===== src/rtl/packet_arbiter_if.sv =====
// Packet arbiter bus bundle.
// Carries the per-source two-phase request/acknowledge pairs with their flits
// and the shared-channel two-phase request/acknowledge pair with its flit.
//   in_req   [PORTS]       source -> arbiter, toggle request per source
//   in_ack   [PORTS]       arbiter -> source, toggle acknowledge per source
//   in_data  [PORTS*SIZE]  source flits, port i at [i*SIZE +: SIZE]
//   out_req                arbiter -> channel, toggle request
//   out_ack                channel -> arbiter, toggle acknowledge
//   out_data [SIZE]        flit forwarded to the channel
// master: environment side (sources + channel); slave: the arbiter.
interface packet_arbiter_if #(
  parameter int PORTS = 4,
  parameter int SIZE  = 8
);
  logic [PORTS-1:0]      in_req;
  logic [PORTS-1:0]      in_ack;
  logic [PORTS*SIZE-1:0] in_data;
  logic                  out_req;
  logic                  out_ack;
  logic [SIZE-1:0]       out_data;

  modport master (
    output in_req, in_data, out_ack,
    input  in_ack, out_req, out_data
  );

  modport slave (
    input  in_req, in_data, out_ack,
    output in_ack, out_req, out_data
  );
endinterface


===== src/rtl/packet_arbiter.sv =====
// Round-robin packet arbiter: PORTS two-phase flit sources share one
// two-phase output channel. A source wins with its head flit and keeps the
// channel for FLITS flits; the next arbitration starts one past the last owner.
// Ports:
//   clk        rising-edge clock
//   reset      asynchronous active-low reset
//   bus        packet_arbiter_if.slave (source and channel handshakes, flits)
//   grant      one-hot owner of the packet in flight, zero when idle
//   pkt_count  completed packets, wraps at 16 bits
//   err        sticky: a winning first flit had no head bit
module packet_arbiter #(
  parameter int ID            = 0,
  parameter int PORTS         = 4,
  parameter int SIZE          = 8,
  parameter int FLITS         = 8,
  parameter int VERBOSE_DEBUG = 1
) (
  input  logic             clk,
  input  logic             reset,
  packet_arbiter_if.slave  bus,
  output logic [PORTS-1:0] grant,
  output logic [15:0]      pkt_count,
  output logic             err
);

  localparam int unsigned   OW        = (PORTS > 1) ? $clog2(PORTS) : 1;
  localparam int unsigned   PU        = PORTS;
  localparam logic [OW-1:0] LAST_PORT = OW'(PORTS - 1);
  localparam logic [7:0]    FLITS_W   = 8'(FLITS);

  typedef enum logic [1:0] {IDLE, WAIT_ACK, HOLD} state_e;

  state_e            state_q, state_d;
  logic [OW-1:0]     owner_q, owner_d;
  logic [OW-1:0]     last_owner_q, last_owner_d;
  logic [7:0]        flit_cnt_q, flit_cnt_d;
  logic              out_req_q, out_req_d;
  logic [SIZE-1:0]   out_data_q, out_data_d;
  logic [PORTS-1:0]  in_ack_q, in_ack_d;
  logic [PORTS-1:0]  grant_q, grant_d;
  logic [15:0]       pkt_count_q, pkt_count_d;
  logic              err_q, err_d;

  logic [PORTS-1:0]  pending;
  logic              any_pending;
  logic              chan_acked;
  logic              tail;
  logic              found;
  int unsigned       idx;
  logic [OW-1:0]     idx_w;
  logic [OW-1:0]     winner;
  logic [SIZE-1:0]   win_flit;
  logic [SIZE-1:0]   own_flit;
  logic [SIZE-1:0]   flit_arr [PORTS];

  for (genvar g = 0; g < PORTS; g++) begin : g_unpack
    assign flit_arr[g] = bus.in_data[g*SIZE +: SIZE];
  end

  // Arbitration and handshake decode shared by both combinational processes.
  always_comb begin
    pending     = bus.in_req ^ in_ack_q;
    any_pending = |pending;
    chan_acked  = (bus.out_ack == out_req_q);
    tail        = (flit_cnt_q == FLITS_W);
    found       = 1'b0;
    idx         = 0;
    idx_w       = '0;
    winner      = '0;
    // Search starts one past the last owner, so the loop runs k = 1..PORTS.
    for (int unsigned k = 1; k <= PU; k++) begin
      idx   = (32'(last_owner_q) + k) % PU;
      idx_w = OW'(idx);
      if (!found && pending[idx_w]) begin
        found  = 1'b1;
        winner = idx_w;
      end
    end
    win_flit = flit_arr[winner];
    own_flit = flit_arr[owner_q];
  end

  always_ff @(posedge clk or negedge reset) begin
    if (!reset) state_q <= IDLE;
    else        state_q <= state_d;
  end

  always_comb begin
    state_d = state_q;
    unique case (state_q)
      IDLE:     if (any_pending)      state_d = WAIT_ACK;
      WAIT_ACK: if (chan_acked)       state_d = tail ? IDLE : HOLD;
      HOLD:     if (pending[owner_q]) state_d = WAIT_ACK;
      default:                        state_d = IDLE;
    endcase
  end

  always_comb begin
    owner_d      = owner_q;
    last_owner_d = last_owner_q;
    flit_cnt_d   = flit_cnt_q;
    out_req_d    = out_req_q;
    out_data_d   = out_data_q;
    in_ack_d     = in_ack_q;
    grant_d      = grant_q;
    pkt_count_d  = pkt_count_q;
    err_d        = err_q;
    unique case (state_q)
      IDLE: begin
        if (any_pending) begin
          grant_d         = '0;
          grant_d[winner] = 1'b1;
          owner_d         = winner;
          out_data_d      = win_flit;
          out_req_d       = ~out_req_q;
          flit_cnt_d      = 8'd1;
          if (!win_flit[SIZE-1]) err_d = 1'b1;
        end
      end
      WAIT_ACK: begin
        if (chan_acked) begin
          in_ack_d[owner_q] = ~in_ack_q[owner_q];
          if (tail) begin
            grant_d      = '0;
            last_owner_d = owner_q;
            pkt_count_d  = pkt_count_q + 16'd1;
          end
        end
      end
      HOLD: begin
        // Only the owner is served; other sources stay pending untouched.
        if (pending[owner_q]) begin
          out_data_d = own_flit;
          out_req_d  = ~out_req_q;
          flit_cnt_d = flit_cnt_q + 8'd1;
        end
      end
      default: ;
    endcase
  end

  always_ff @(posedge clk or negedge reset) begin
    if (!reset) begin
      owner_q      <= '0;
      last_owner_q <= LAST_PORT;
      flit_cnt_q   <= '0;
      out_req_q    <= 1'b0;
      out_data_q   <= '0;
      in_ack_q     <= '0;
      grant_q      <= '0;
      pkt_count_q  <= '0;
      err_q        <= 1'b0;
    end else begin
      owner_q      <= owner_d;
      last_owner_q <= last_owner_d;
      flit_cnt_q   <= flit_cnt_d;
      out_req_q    <= out_req_d;
      out_data_q   <= out_data_d;
      in_ack_q     <= in_ack_d;
      grant_q      <= grant_d;
      pkt_count_q  <= pkt_count_d;
      err_q        <= err_d;
    end
  end

  assign bus.in_ack   = in_ack_q;
  assign bus.out_req  = out_req_q;
  assign bus.out_data = out_data_q;
  assign grant        = grant_q;
  assign pkt_count    = pkt_count_q;
  assign err          = err_q;

`ifndef SYNTHESIS
  always_ff @(posedge clk) begin
    if (VERBOSE_DEBUG != 0 && reset) begin
      if (out_req_d != out_req_q)
        $display("packet_arbiter[%0d] grant=%b flit %0d/%0d data=%h",
                 ID, grant_d, flit_cnt_d, FLITS, out_data_d);
      if (pkt_count_d != pkt_count_q)
        $display("packet_arbiter[%0d] tail done owner=%0d pkt_count=%0d",
                 ID, owner_q, pkt_count_d);
    end
  end
`endif

endmodule


===== src/flat_wrapper.sv =====
// flat-port wrapper written by rule: the top's interface ports become plain ports
module packet_arbiter_flat 
#(
  parameter int ID            = 0,
  parameter int PORTS         = 4,
  parameter int SIZE          = 8,
  parameter int FLITS         = 8,
  parameter int VERBOSE_DEBUG = 1
)
  (clk, reset, grant, pkt_count, err, bus_in_req, bus_in_data, bus_out_ack, bus_in_ack, bus_out_req, bus_out_data);
  packet_arbiter_if #(.PORTS(PORTS), .SIZE(SIZE)) bus_i ();
  input  logic clk;
  input  logic reset;
  output logic [PORTS-1:0] grant;
  output logic [15:0] pkt_count;
  output logic err;
  input wire logic [$bits(bus_i.in_req)-1:0] bus_in_req;
  input wire logic [$bits(bus_i.in_data)-1:0] bus_in_data;
  input wire logic [$bits(bus_i.out_ack)-1:0] bus_out_ack;
  output wire logic [$bits(bus_i.in_ack)-1:0] bus_in_ack;
  output wire logic [$bits(bus_i.out_req)-1:0] bus_out_req;
  output wire logic [$bits(bus_i.out_data)-1:0] bus_out_data;
  assign bus_i.in_req = bus_in_req;
  assign bus_i.in_data = bus_in_data;
  assign bus_i.out_ack = bus_out_ack;
  assign bus_in_ack = bus_i.in_ack;
  assign bus_out_req = bus_i.out_req;
  assign bus_out_data = bus_i.out_data;
  packet_arbiter #(.ID(ID), .PORTS(PORTS), .SIZE(SIZE), .FLITS(FLITS), .VERBOSE_DEBUG(VERBOSE_DEBUG)) u_core (.clk(clk), .reset(reset), .bus(bus_i), .grant(grant), .pkt_count(pkt_count), .err(err));
endmodule

===== config.mk =====
export PLATFORM = sky130hd
export DESIGN_NAME = packet_arbiter_flat
export DESIGN_NICKNAME = d
export VERILOG_FILES = /design/src/rtl/packet_arbiter_if.sv /design/src/rtl/packet_arbiter.sv /design/src/flat_wrapper.sv
export SDC_FILE = /design/constraint.sdc
export NUM_CORES = 1
export LEC_CHECK = 0
export ABC_AREA = 1
export CAP_MARGIN = 20
export CORE_MARGIN = 1
export CORE_UTILIZATION = 45
export CTS_CLUSTER_SIZE = 28
export DETAILED_ROUTE_END_ITERATION = 8
export PLACE_DENSITY = 0.77
export SLEW_MARGIN = 0
export SYNTH_ARGS = -nofsm -noshare
export SYNTH_HDL_FRONTEND = slang
export SYNTH_SLANG_ARGS = --single-unit
export TNS_END_PERCENT = 10

===== constraint.sdc =====
create_clock -name clk -period 2.1 [get_ports clk]
set_input_delay 0.63 -clock clk [delete_from_list [all_inputs] [get_ports clk]]
set_output_delay 0.63 -clock clk [all_outputs]
set_load 0.05 [all_outputs]

## Yosys cells after proc, flatten, opt, wreduce, memory -nomap -nowiden

Index checks and enable logic that the tools add are counted.

| storage, ports and cells | value |
|---|---|
| register bits after elaboration | 48 |
| word-level logic and storage cells | 107 |

| cells by class | value |
|---|---|
| $add $sub $neg | 6 |
| order comparisons | 10 |
| eq/ne operators | 8 |
| multiplexer cells | 48 |
| bitwise logic cells | 6 |
| reduce and logical (&&, ||, !) cells | 19 |

Operators by type and width:

| kind | count |
|---|---|
| $mux 8 | 8 |
| $bmux 8 s2 | 2 |
| $pmux 8 s2 | 2 |
| $lt 2x3->1 const B | 6 |
| $add 16x1->16 const B | 1 |
| $mux 2 | 8 |
| $mux 1 | 13 |
| $bmux 1 s2 | 6 |
| $mux 4 | 3 |
| $reduce_and 3->1 | 4 |
| $add 8x1->8 const B | 1 |
| $eq 8x4->1 const B | 1 |
| $ne 2x1->1 const B | 4 |
| $pmux 4 s2 | 1 |
| $ge 3x3->1 const B | 2 |
| $not 2->3 | 2 |
| $pmux 2 s3 | 1 |
| $logic_and 1x1->1 | 5 |
| $add 2x1->2 const B | 2 |
| $add 2x2->2 const B | 2 |
| $bwmux 4 | 1 |
| $demux 1 s2 | 2 |
| $ge 2x1->1 const B | 2 |
| $reduce_and 2->1 | 2 |
| 11 further kinds | 16 |

## Depth between registers and ports, before layout

Gate-level depths: netlist (run 1).

| depth | value |
|---|---|
| depth after elaboration | 19 |
| depth in mapped cells | 18 |
| mapped depth without buffers | 16 |

## Least setup slack after synthesis (run 1)

No wires, ideal clock.

| timing | value |
|---|---|
| path type | register to register |
| start point | register u_core.in_ack_q[3], in the netlist u_core.bus.in_ack[3] |
| end point | register u_core.flit_cnt_q[6] |
| library setup time | 0.135 ns |
| arrival time | 1.991 ns |
| slack | -0.026 ns |
| cell stages (with the launch flop) | 14 |
| buffers on the path | 2 |
| clock period less this slack | 2.126 ns |
| path through | dfrtp_1 -> inv_1 -> nand2_1 -> nand2_1 -> o21ai_0 -> nand2_1 -> o211ai_2 -> nor2_1 -> nor3_4 -> inv_2 -> buf_2 -> buf_6 -> nand2_1 -> o31ai_1 |

| on the way | value |
|---|---|
| word-level cells in the longest chain between the ends | 5 |
| elaborated cells on any way between the ends | 7 |
| classes of those cells | eq/ne (2); mux (2); bitwise (1); reduce/logical (2) |

Ends and longest elaborated chain:

| element | RTL line | source |
|---|---|---|
| start, declared | packet_arbiter.sv:39 | `logic [PORTS-1:0] in_ack_q, in_ack_d;` |
| start signal, assigned | packet_arbiter.sv:159 | `in_ack_q <= in_ack_d;` |
| $xor 4x4->4 (*) | packet_arbiter.sv:62 | `pending = bus.in_req ^ in_ack_q;` |
| $bmux 1 s2 | packet_arbiter.sv:132 | `if (pending[owner_q]) begin` |
| $mux 1 (not written as such) | packet_arbiter.sv:132 |  |
| $ne 2x1->1 (no source line) | -- |  |
| $reduce_and 3->1 (no source line) (*) | -- |  |
| end signal, assigned | packet_arbiter.sv:156 | `flit_cnt_q <= flit_cnt_d;` |
| end, declared | packet_arbiter.sv:36 | `logic [7:0] flit_cnt_q, flit_cnt_d;` |

Mark *: on every way between the ends. The rest lies on a longest branch, timed or not. The select of a mux whose other input is x is not followed.
A chain may end at the register's enable or synchronous reset.

==> results.sh, run 1 <==
export IMPL_drive_above_1_share_pct=28.4
export IMPL_p_leak_nw=2.34
export IMPL_grt_pass1_vias=3454
export IMPL_max_freq_mhz=461
export IMPL_ys_types=43
export IMPL_routedWlPerCell_um=14.4
export IMPL_synth_top_area_share_pct=35.7
export IMPL_required_ns=2.35
export IMPL_n_fill_cell=557
export IMPL_rows=30
export IMPL_antenna_found_initial=0
export IMPL_power_density_mw_per_mm2=1350
export IMPL_finalWirelength_um=9670
export IMPL_critical_path_arrival_ns=2.42
export IMPL_routed_via_density=5.37
export IMPL_syn_inst=454
export IMPL_core_mm2=0.00687
export IMPL_setup_viol=9
export IMPL_start_util_pct=46.9
export IMPL_die_height_um=86.6
export IMPL_synth_cell_area_mm2=0.00322
export IMPL_tns_ns=-0.342
export IMPL_start_kind="input pin"
export IMPL_cts_root_buffer="clkbuf_8"
export IMPL_synth_edff_count=0
export IMPL_drtPass1Iterations=6
export IMPL_vias=3617
export IMPL_io_buffers=72
export IMPL_grt_first_pass_wirelength_um=15000
export IMPL_diodes=0
export IMPL_dp_hpwl_um=6590
export IMPL_final_area_mm2=0.00469
export IMPL_synthArstFlopShare_pct=100
export IMPL_syn_to_final_growth_pct=45.5
export IMPL_placed_area_mm2=0.00422
export IMPL_status="finished with violations"
export IMPL_drv_slew=0
export IMPL_ir_worst_vdd_uv=789
export IMPL_ios=73
export IMPL_gp_routability_congestion=0.902
export IMPL_relSlewSlack_pct=63.2
export IMPL_grt_max_degree=23
export IMPL_overflow=0
export IMPL_cts_tree="yes"
export IMPL_cts_hold_buf=0
export IMPL_syn_area_per_cell_um2=7.10
export IMPL_synth_seq_cells=48
export IMPL_cts_made_buffers=5
export IMPL_violations="negative setup slack"
export IMPL_clock_path_buffers=2
export IMPL_fin_cells=673
export IMPL_grt_util_all_layers_pct=25.3
export IMPL_drc=0
export IMPL_finalCritPeriodShare_pct=103
export IMPL_yosys_warnings=0
export IMPL_critical_path_max_fanout=16
export IMPL_end_kind="register"
export IMPL_rsz0062_at_grt="yes"
export IMPL_layout_setup_ws_ns=-0.0688
export IMPL_drt_iter0_markers=201
export IMPL_cts_htree_levels=2
export IMPL_multi_input_area_mm2=0.00198
export IMPL_maxCapViolCount=0
export IMPL_worst_setup_path_type="input pin to register"
export IMPL_clkSinkCount=48
export IMPL_antenna_left=0
export IMPL_yosysSeqAreaShare_pct=37.4
export IMPL_ff_latch_area_mm2=0.00120
export IMPL_worstSkewPairLatency_ns=0.31
export IMPL_synth_top_cell_by_area="dfrtp_1"
export IMPL_synth_nets=496
export IMPL_worst_pin_slew_ns=0.552
export IMPL_clkTransAtPathRegs_ns=0.09
export IMPL_layout_min_cycle_time_ns=2.17
export IMPL_ys_flop_type="dfrtp_1"
export IMPL_dp_cells=651
export IMPL_die_area_mm2=0.00750
export IMPL_die_w_um=86.6
export IMPL_min_path_type="input pin to asynchronous set/reset pin"
export IMPL_synthTopCellsByArea="dfrtp_1 (36%), nand2_1 (19%), nand3_1 (7.5%), inv_1 (5.6%), xor2_1 (3.3%)"
export IMPL_hold_violations=0
export IMPL_finish_net_count=618
export IMPL_finalClockSkew_ns=0.00313
export IMPL_r2r_cells=16
-- final cells by class --
type,instances,area share (%)
inverters,54,4.48
multi-input cells,342,42.1
well taps,96,2.56
repair buffers,125,23.0
clock buffers,6,1.76
flip-flops and latches,48,25.7
clock inverters,2,0.320
-- placed cells by master (no fill, tap or decap), drive strengths merged --
master	instances
dfstp	2
clkdlybuf4s50	33
nand2	172
clkinv	2
xor2	12
or2	1
nor2	22
a21oi	14
clkinvlp	2
nor3	8
nand4	9
inv	52
o21a	1
o21ai	18
nor3b	1
o211ai	1
a31oi	1
nor4	2
clkbuf	6
o21bai	1
o22ai	4
dfrtp	46
a22oi	3
xnor2	5
dlygate4sd2	4
nand3	52
o31ai	4
buf	88
ha	3
a221oi	8
-- sequential cells by signal, summed over array words and instances (netlist names) --
name,flops
u_core.err,1
u_core.bus.out_req,1
u_core.bus.out_data,8
u_core.grant,4
u_core.state_q,2
u_core.last_owner_q,2
u_core.owner_q,2
u_core.flit_cnt_q,8
u_core.bus.in_ack,4
u_core.pkt_count,16
-- critical path, stage by stage --
cell	delay [ns]
clkdlybuf4s50_1	0.47
xnor2_1	0.11
inv_1	0.09
buf_4	0.14
nand2_1	0.10
nand2_2	0.09
nor3_4	0.22
inv_2	0.10
buf_12	0.16
a21oi_1	0.16
nand2_1	0.08
nand2_1	0.06
-- through the flow --
step / setup slack, ns / total power, mW / hold WS [ns] / util [%]
3_3_place_gp: -0.505 / 5.08 / 0.470 / 61.4
2_1_floorplan: 0.0183 / 3.92 / 0.334 / -
5_1_grt: -0.208 / 6.76 / 0.307 / 68.3
4_1_cts: -0.0150 / 6.06 / 0.302 / 65.6
6_report: -0.0688 / 6.34 / 0.282 / 68.3
3_5_place_dp: -0.583 / 5.18 / 0.475 / 61.4
-- where the power goes --
part | total, mW | internal, mW | switching (mW)
logic | 4.30 | 1.64 | 2.66
clock network | 0.613 | 0.268 | 0.346
registers | 1.43 | 1.18 | 0.242
total | 6.34 | 3.09 | 3.25
-- worst paths after layout --
check	from	to	slack [ns]
setup reg to reg	u_core.last_owner_q[0]	u_core.bus.out_data[7]	-0.06
setup / recovery	bus_out_ack	u_core.bus.out_data[5]	-0.07
hold / removal	reset	u_core.bus.out_data[6]	0.28
max in group asynchronous	reset	u_core.pkt_count[15]	1.20
min in group clk	u_core.bus.out_data[0]	u_core.bus.out_data[0]	0.50
hold reg to reg	u_core.bus.out_data[0]	u_core.bus.out_data[0]	0.50
-- timing repair --
item	CTS	global route
resized for setup	36	31
hold endpoints to repair	0	0
setup buffers	6	7
pin swaps	9	20
gates cloned	1	0
setup endpoints to repair	27	22
-- Yosys cell counts (all sizes together) (2+ instances only) --
library cell / n
clkbuf: 3
dfrtp: 46
xnor2: 5
nor3: 8
o21ai: 18
a221oi: 8
xor2: 12
o31ai: 4
nand3: 52
a21oi: 14
a22oi: 3
dfstp: 2
buf: 7
ha: 3
inv: 53
nor4: 2
nor2: 22
o22ai: 4
nand4: 9
nand2: 172
-- metal layers --
layer | wire [um] | vias to the layer above | global-route usage (%)
met5 | 0 | - | 0
met2 | 4960 | 134 | 45.7
met3 | 536 | 25 | 4.38
met4 | 140 | 0 | 9.55
li1 | - | 1729 | -
met1 | 4030 | 1729 | 29.8
-- cells by family after synthesis --
group / synth area share, %
simple gates: 37.4
buf+inv: 8.58
xor+xnor: 4.62
compound gates: 10.8
flops: 37.4
fa+ha+maj: 1.17
Note: power is estimated with default switching activity, not from simulation.
==> run 2: changes to the inputs <==
CELL_PAD_IN_SITES_DETAIL_PLACEMENT = 1   (was default)
CELL_PAD_IN_SITES_GLOBAL_PLACEMENT = 1   (was default)
CORE_UTILIZATION = 33   (was 45)
PLACE_DENSITY = 0.79   (was 0.77)
==> run 2 against run 1 <==
The run still ends with negative setup slack left. Die area increased by 35%. Highest routed layer unchanged. Worst hold slack got worse by 0.012 ns. Global-route usage decreased by 1.3 points. Final area increased by 8.0%. Utilization decreased by 14 points.
==> results.sh, run 2 (synthesis gave the netlist of run 1 again) <==
export IMPL_critical_path_max_fanout=6
export IMPL_critPathBufInv=3
export IMPL_layout_min_cycle_time_ns=2.24
export IMPL_finalCritPeriodShare_pct=107
export IMPL_start_kind="register"
export IMPL_finalClockSkew_ns=0.0165
export IMPL_setup_viol=12
export IMPL_drive_above_1_share_pct=34.5
export IMPL_relSlewSlack_pct=67.4
export IMPL_io_buffers=72
export IMPL_min_path_type="input pin to asynchronous set/reset pin"
export IMPL_dp_hpwl_um=8080
export IMPL_syn_to_final_growth_pct=57.1
export IMPL_layout_common_cells="nand2_1 (135), buf_4 (80), inv_1 (47)"
export IMPL_status="finished with violations"
export IMPL_core_mm2=0.00933
export IMPL_drtPass1Iterations=4
export IMPL_hold_violations=0
export IMPL_fin_util_pct=54.3
export IMPL_grt_max_degree=49
export IMPL_path_cells="inv_4 -> buf_12 -> nand3_4 -> nand3_2 -> nand2_4 -> nand2_4 -> buf_4 -> o21ai_2 -> nand2_2 -> o21ai_4 -> nand2_1 -> nand2_1 -> o21bai_1"
export IMPL_antenna_found_initial=0
export IMPL_routedWlPerCell_um=17.4
export IMPL_max_freq_mhz=446
export IMPL_dp_cells=684
export IMPL_grt_util_all_layers_pct=23.9
export IMPL_grt_pass1_vias=4021
export IMPL_cts_made_buffers=5
export IMPL_rsz0062_at_grt="yes"
export IMPL_clkSinkCount=48
export IMPL_drt_iter0_markers=105
export IMPL_clkTransAtPathRegs_ns=0.11
export IMPL_clock_path_buffers=2
export IMPL_n_fill_cell=1136
export IMPL_p_leak_nw=2.47
export IMPL_rows=35
export IMPL_grt_first_pass_wirelength_um=19200
export IMPL_die_height_um=101
export IMPL_worst_pin_slew_ns=0.489
export IMPL_cts_htree_levels=2
export IMPL_worstSkewPairLatency_ns=0.31
export IMPL_power_density_mw_per_mm2=1390
export IMPL_drv_slew=0
export IMPL_vias=3761
export IMPL_ir_worst_vdd_uv=697
export IMPL_overflow=0
export IMPL_cts_tree="yes"
export IMPL_start_util_pct=34.5
export IMPL_die_area_mm2=0.0102
export IMPL_fin_cells=717
export IMPL_violations="negative setup slack"
export IMPL_slowest_delay_ns=0.62
export IMPL_cpLargestDelayFamily="simple AND/OR/NAND/NOR gates"
export IMPL_worst_setup_path_type="register to register"
export IMPL_end_kind="register"
export IMPL_drc=0
export IMPL_cpMaxStageDelayCell="dfstp_2"
export IMPL_ios=73
export IMPL_antenna_left=0
export IMPL_critical_path_arrival_ns=2.44
export IMPL_largest_reg_flops=16
export IMPL_cts_root_buffer="clkbuf_8"
export IMPL_reg2reg_from="u_core.last_owner_q[0]"
export IMPL_die_w_um=101
export IMPL_gp_routability_congestion=0.814
export IMPL_finalWirelength_um=12500
export IMPL_timing_critical_path_from="u_core.last_owner_q[0]"
export IMPL_finish_net_count=629
export IMPL_layout_setup_ws_ns=-0.142
export IMPL_diodes=0
export IMPL_maxCapViolCount=0
export IMPL_layout_commonest_cell="nand2_1"
export IMPL_routed_via_density=5.25
export IMPL_cts_hold_buf=0
export IMPL_post_place_ws_ns=-0.640
export IMPL_required_ns=2.30
==> run 2: final timing paths <==
path,endpoint,cells after the start,slack (ns)
max in group asynchronous,u_core.last_owner_q[1],2,1.50
hold reg to reg,u_core.bus.out_data[5],2,0.50
hold / removal,u_core.bus.out_data[3],2,0.27
setup / recovery,u_core.err,13,-0.14
min in group clk,u_core.bus.out_data[5],2,0.50
setup reg to reg,u_core.err,13,-0.14
==> run 2: worst register-to-register path, cell delays in order, from the launching register on <==
cell and delay, ns:
dfstp_2 0.62, inv_4 0.07, buf_12 0.14, nand3_4 0.10, nand3_2 0.10, nand2_4 0.11, nand2_4 0.07, buf_4 0.13
o21ai_2 0.22, nand2_2 0.15, o21ai_4 0.13, nand2_1 0.14, nand2_1 0.09, o21bai_1 0.08
==> run 2: metal layers <==
layer  global-route usage (%)  wire, um  up-vias
met3                     3.12       457       35
met1                     27.8      5070     1872
met5                        0         0        -
met2                     44.9      6620      100
met4                     8.36       356        0
li1                         -         -     1754
==> run 2: final cells by class <==
type | instances | area, um^2 | share of cell area [%]
Multi-Input combinational cell | 344 | 2140 | 42.2
Timing Repair Buffer | 134 | 1240 | 24.5
Sequential cell | 48 | 1200 | 23.8
Inverter | 54 | 210 | 4.15
Tap cell | 129 | 161 | 3.19
Clock buffer | 5 | 68.8 | 1.36
Clock inverter | 3 | 42.5 | 0.841
==> run 2: power breakdown <==
group / internal, mW / leakage [nW] / switching (mW)
combinational: 1.85 / 1.84 / 3.03
sequential: 1.18 / 0.584 / 0.259
clock: 0.353 / 0.0541 / 0.355
total: 3.39 / 2.47 / 3.64
==> run 2: per-stage QoR <==
stage          area, um^2  total power [mW]  setup TNS, ns  hold WS [ns]
2_1_floorplan        3220              3.92              0         0.334
3_3_place_gp         4290              5.17         -12.01         0.470
3_5_place_dp         4290              5.31         -14.62         0.479
4_1_cts              4760              6.51        -0.0996         0.297
5_1_grt              5060              7.47          -2.72         0.290
6_report             5060              7.03         -0.986         0.270
==> run 2: timing repair <==
item / 4_1_cts / 5_1_grt
resized for setup: 42 / 67
setup buffers: 16 / 5
setup endpoints to repair: 26 / 25
endpoints found under the hold margin: 0 / 0
pin swaps: 15 / 34
gates cloned: 3 / 1
==> run 3: changes to the inputs <==
CORE_UTILIZATION = 45   (was 33)
DONT_BUFFER_PORTS = 1   (was default)
PLACE_DENSITY = default   (was 0.79)
PLACE_DENSITY_LB_ADDON = 0.1   (was default)
clock period = 2.3 ns   (was 2.1 ns; I/O delays follow)
==> run 3 against run 2 <==
The flow now finishes without violations. Flip-flop and latch count unchanged. Combinational power fell by 46%. Register-to-register slack gained 0.27 ns. Non-clock buffer count shrank 104. First-iteration DRC count grew 20%. Power fell by 31%. Sequential power rose by 16%. Wire length decreased by 26%. Maximum frequency grew 3.4%. Via count shrank 17%. Critical path type unchanged. Largest cell class unchanged. Highest routed layer unchanged.
==> results.sh, run 3 (synthesis gave the netlist of run 1 again) <==
export IMPL_overflow=0
export IMPL_syn_to_final_growth_pct=12.2
export IMPL_setup_viol=0
export IMPL_ir_worst_vdd_uv=675
export IMPL_rsz0062_at_grt="yes"
export IMPL_slowest_delay_ns=0.61
export IMPL_fin_cells=578
export IMPL_drt_iter0_markers=126
export IMPL_clkSinkCount=48
export IMPL_worstSkewPairLatency_ns=0.30
export IMPL_antenna_found_initial=0
export IMPL_hold_violations=0
export IMPL_layout_commonest_cell="nand2_1"
export IMPL_vias=3124
export IMPL_drive_above_1_share_pct=13.7
export IMPL_die_w_um=86.6
export IMPL_start_util_pct=46.9
export IMPL_antenna_left=0
export IMPL_routed_via_density=5.40
export IMPL_relSlewSlack_pct=59.7
export IMPL_maxCapViolCount=0
export IMPL_path_cells="inv_4 -> nand2_1 -> nand2_2 -> inv_2 -> nand3_1 -> nand2_2 -> inv_1 -> nor2_4 -> nand3_4 -> buf_4 -> nand3_1 -> nand2_1 -> nand2_1 -> nand3_1 -> nand2_1 -> nand2_1"
export IMPL_grt_max_degree=49
export IMPL_end_kind="register"
export IMPL_min_path_type="input pin to asynchronous set/reset pin"
export IMPL_grt_util_all_layers_pct=26.6
export IMPL_required_ns=2.50
export IMPL_io_buffers=0
export IMPL_clkTransAtPathRegs_ns=0.10
export IMPL_grt_pass1_vias=3281
export IMPL_drv_slew=0
export IMPL_cpMaxStageDelayCell="dfstp_2"
export IMPL_cts_htree_levels=2
export IMPL_routedWlPerCell_um=16.0
export IMPL_critical_path_max_fanout=13
export IMPL_total_power_mw=4.83
export IMPL_finalWirelength_um=9260
export IMPL_worst_setup_path_type="register to register"
export IMPL_cts_hold_buf=0
export IMPL_layout_min_cycle_time_ns=2.17
export IMPL_largest_reg_flops=16
export IMPL_drtPass1Iterations=4
export IMPL_drc=0
export IMPL_die_height_um=86.6
export IMPL_gp_routability_congestion=0.814
export IMPL_fin_util_pct=52.6
export IMPL_n_fill_cell=900
export IMPL_power_density_mw_per_mm2=1340
export IMPL_diodes=0
export IMPL_status="finished, final reports clean"
export IMPL_dp_cells=568
export IMPL_finalCritPeriodShare_pct=94.2
export IMPL_max_freq_mhz=461
export IMPL_cts_tree="yes"
export IMPL_cts_root_buffer="clkbuf_8"
export IMPL_finish_net_count=523
export IMPL_critical_path_arrival_ns=2.37
export IMPL_die_area_mm2=0.00750
export IMPL_cts_made_buffers=5
export IMPL_finalClockSkew_ns=0.0132
export IMPL_rows=30
export IMPL_crit_path_frequent_cell="nand2_1"
export IMPL_p_leak_nw=1.84
export IMPL_layout_common_cells="nand2_1 (166), inv_1 (48), nand3_1 (48)"
export IMPL_core_mm2=0.00687
export IMPL_ios=73
export IMPL_dp_hpwl_um=7130
export IMPL_worst_pin_slew_ns=0.605
export IMPL_start_kind="register"
export IMPL_clock_path_buffers=2
export IMPL_grt_first_pass_wirelength_um=15500
==> run 3: worst max-delay path, delay by kind of cell, from the launching register on <==
kind	cells	cell delay, ns
buf+inv	4	0.45
flops	1	0.61
simple gates	12	1.02
==> run 3: worst paths after layout <==
kind                                              from                      to  slack (ns)  depth (start not counted)
worst max-delay path            u_core.last_owner_q[0]  u_core.bus.out_data[0]        0.13                         16
max in group asynchronous                        reset  u_core.last_owner_q[0]        2.04                          0
worst max register to register  u_core.last_owner_q[0]  u_core.bus.out_data[0]        0.13                         16
worst min register to register  u_core.last_owner_q[1]  u_core.last_owner_q[1]        0.53                          2
min in group clk                u_core.last_owner_q[1]  u_core.last_owner_q[1]        0.53                          2
worst min-delay path                             reset       u_core.owner_q[0]        0.07                          0
==> run 3: repair_timing <==
| item | 4_1_cts | 5_1_grt |
|---|---|---|
| endpoints found under the setup margin | 4 | 15 |
| buffers inserted | 0 | 2 |
| resized for setup | 1 | 3 |
| pin swaps | 1 | 1 |
==> run 3: routing by layer <==
| layer | share of wire, % | global-route usage, % | up-vias | routed length, um |
|---|---|---|---|---|
| met5 | 0 | 0 | - | 0 |
| met4 | 1.6 | 7.12 | 0 | 148 |
| met3 | 4.7 | 4.48 | 14 | 432 |
| met2 | 51 | 48.3 | 62 | 4740 |
| met1 | 43 | 32.4 | 1515 | 3940 |
| li1 | - | - | 1533 | - |
==> run 3: cell type report <==
type | instances | area [um^2] | area share [%]
clock inverters | 2 | 10.0 | 0.277
multi-input cells | 342 | 1770 | 48.9
flip-flops and latches | 48 | 1200 | 33.3
repair buffers | 30 | 225 | 6.23
inverters | 54 | 205 | 5.68
well taps | 96 | 120 | 3.32
clock buffers | 6 | 82.6 | 2.29
==> run 3: report_power, final <==
group,switching (mW),total [mW],internal [mW]
Combinational,1.77,2.64,0.869
Clock,0.280,0.521,0.240
Sequential,0.603,1.67,1.07
Total,2.65,4.83,2.18
==> run 3: per-stage QoR <==
step	hold WS (ns)	worst slack [ns]	setup TNS (ns)	area (um^2)
global placement	0.395	-0.0631	-0.0731	3480
detailed placement	0.395	-0.124	-0.250	3480
floorplan	0.394	0.174	0	3220
CTS	0.0621	0.0102	0	3580
finish	0.0709	0.133	0	3610
global route	0.0514	-0.0282	-0.0841	3610
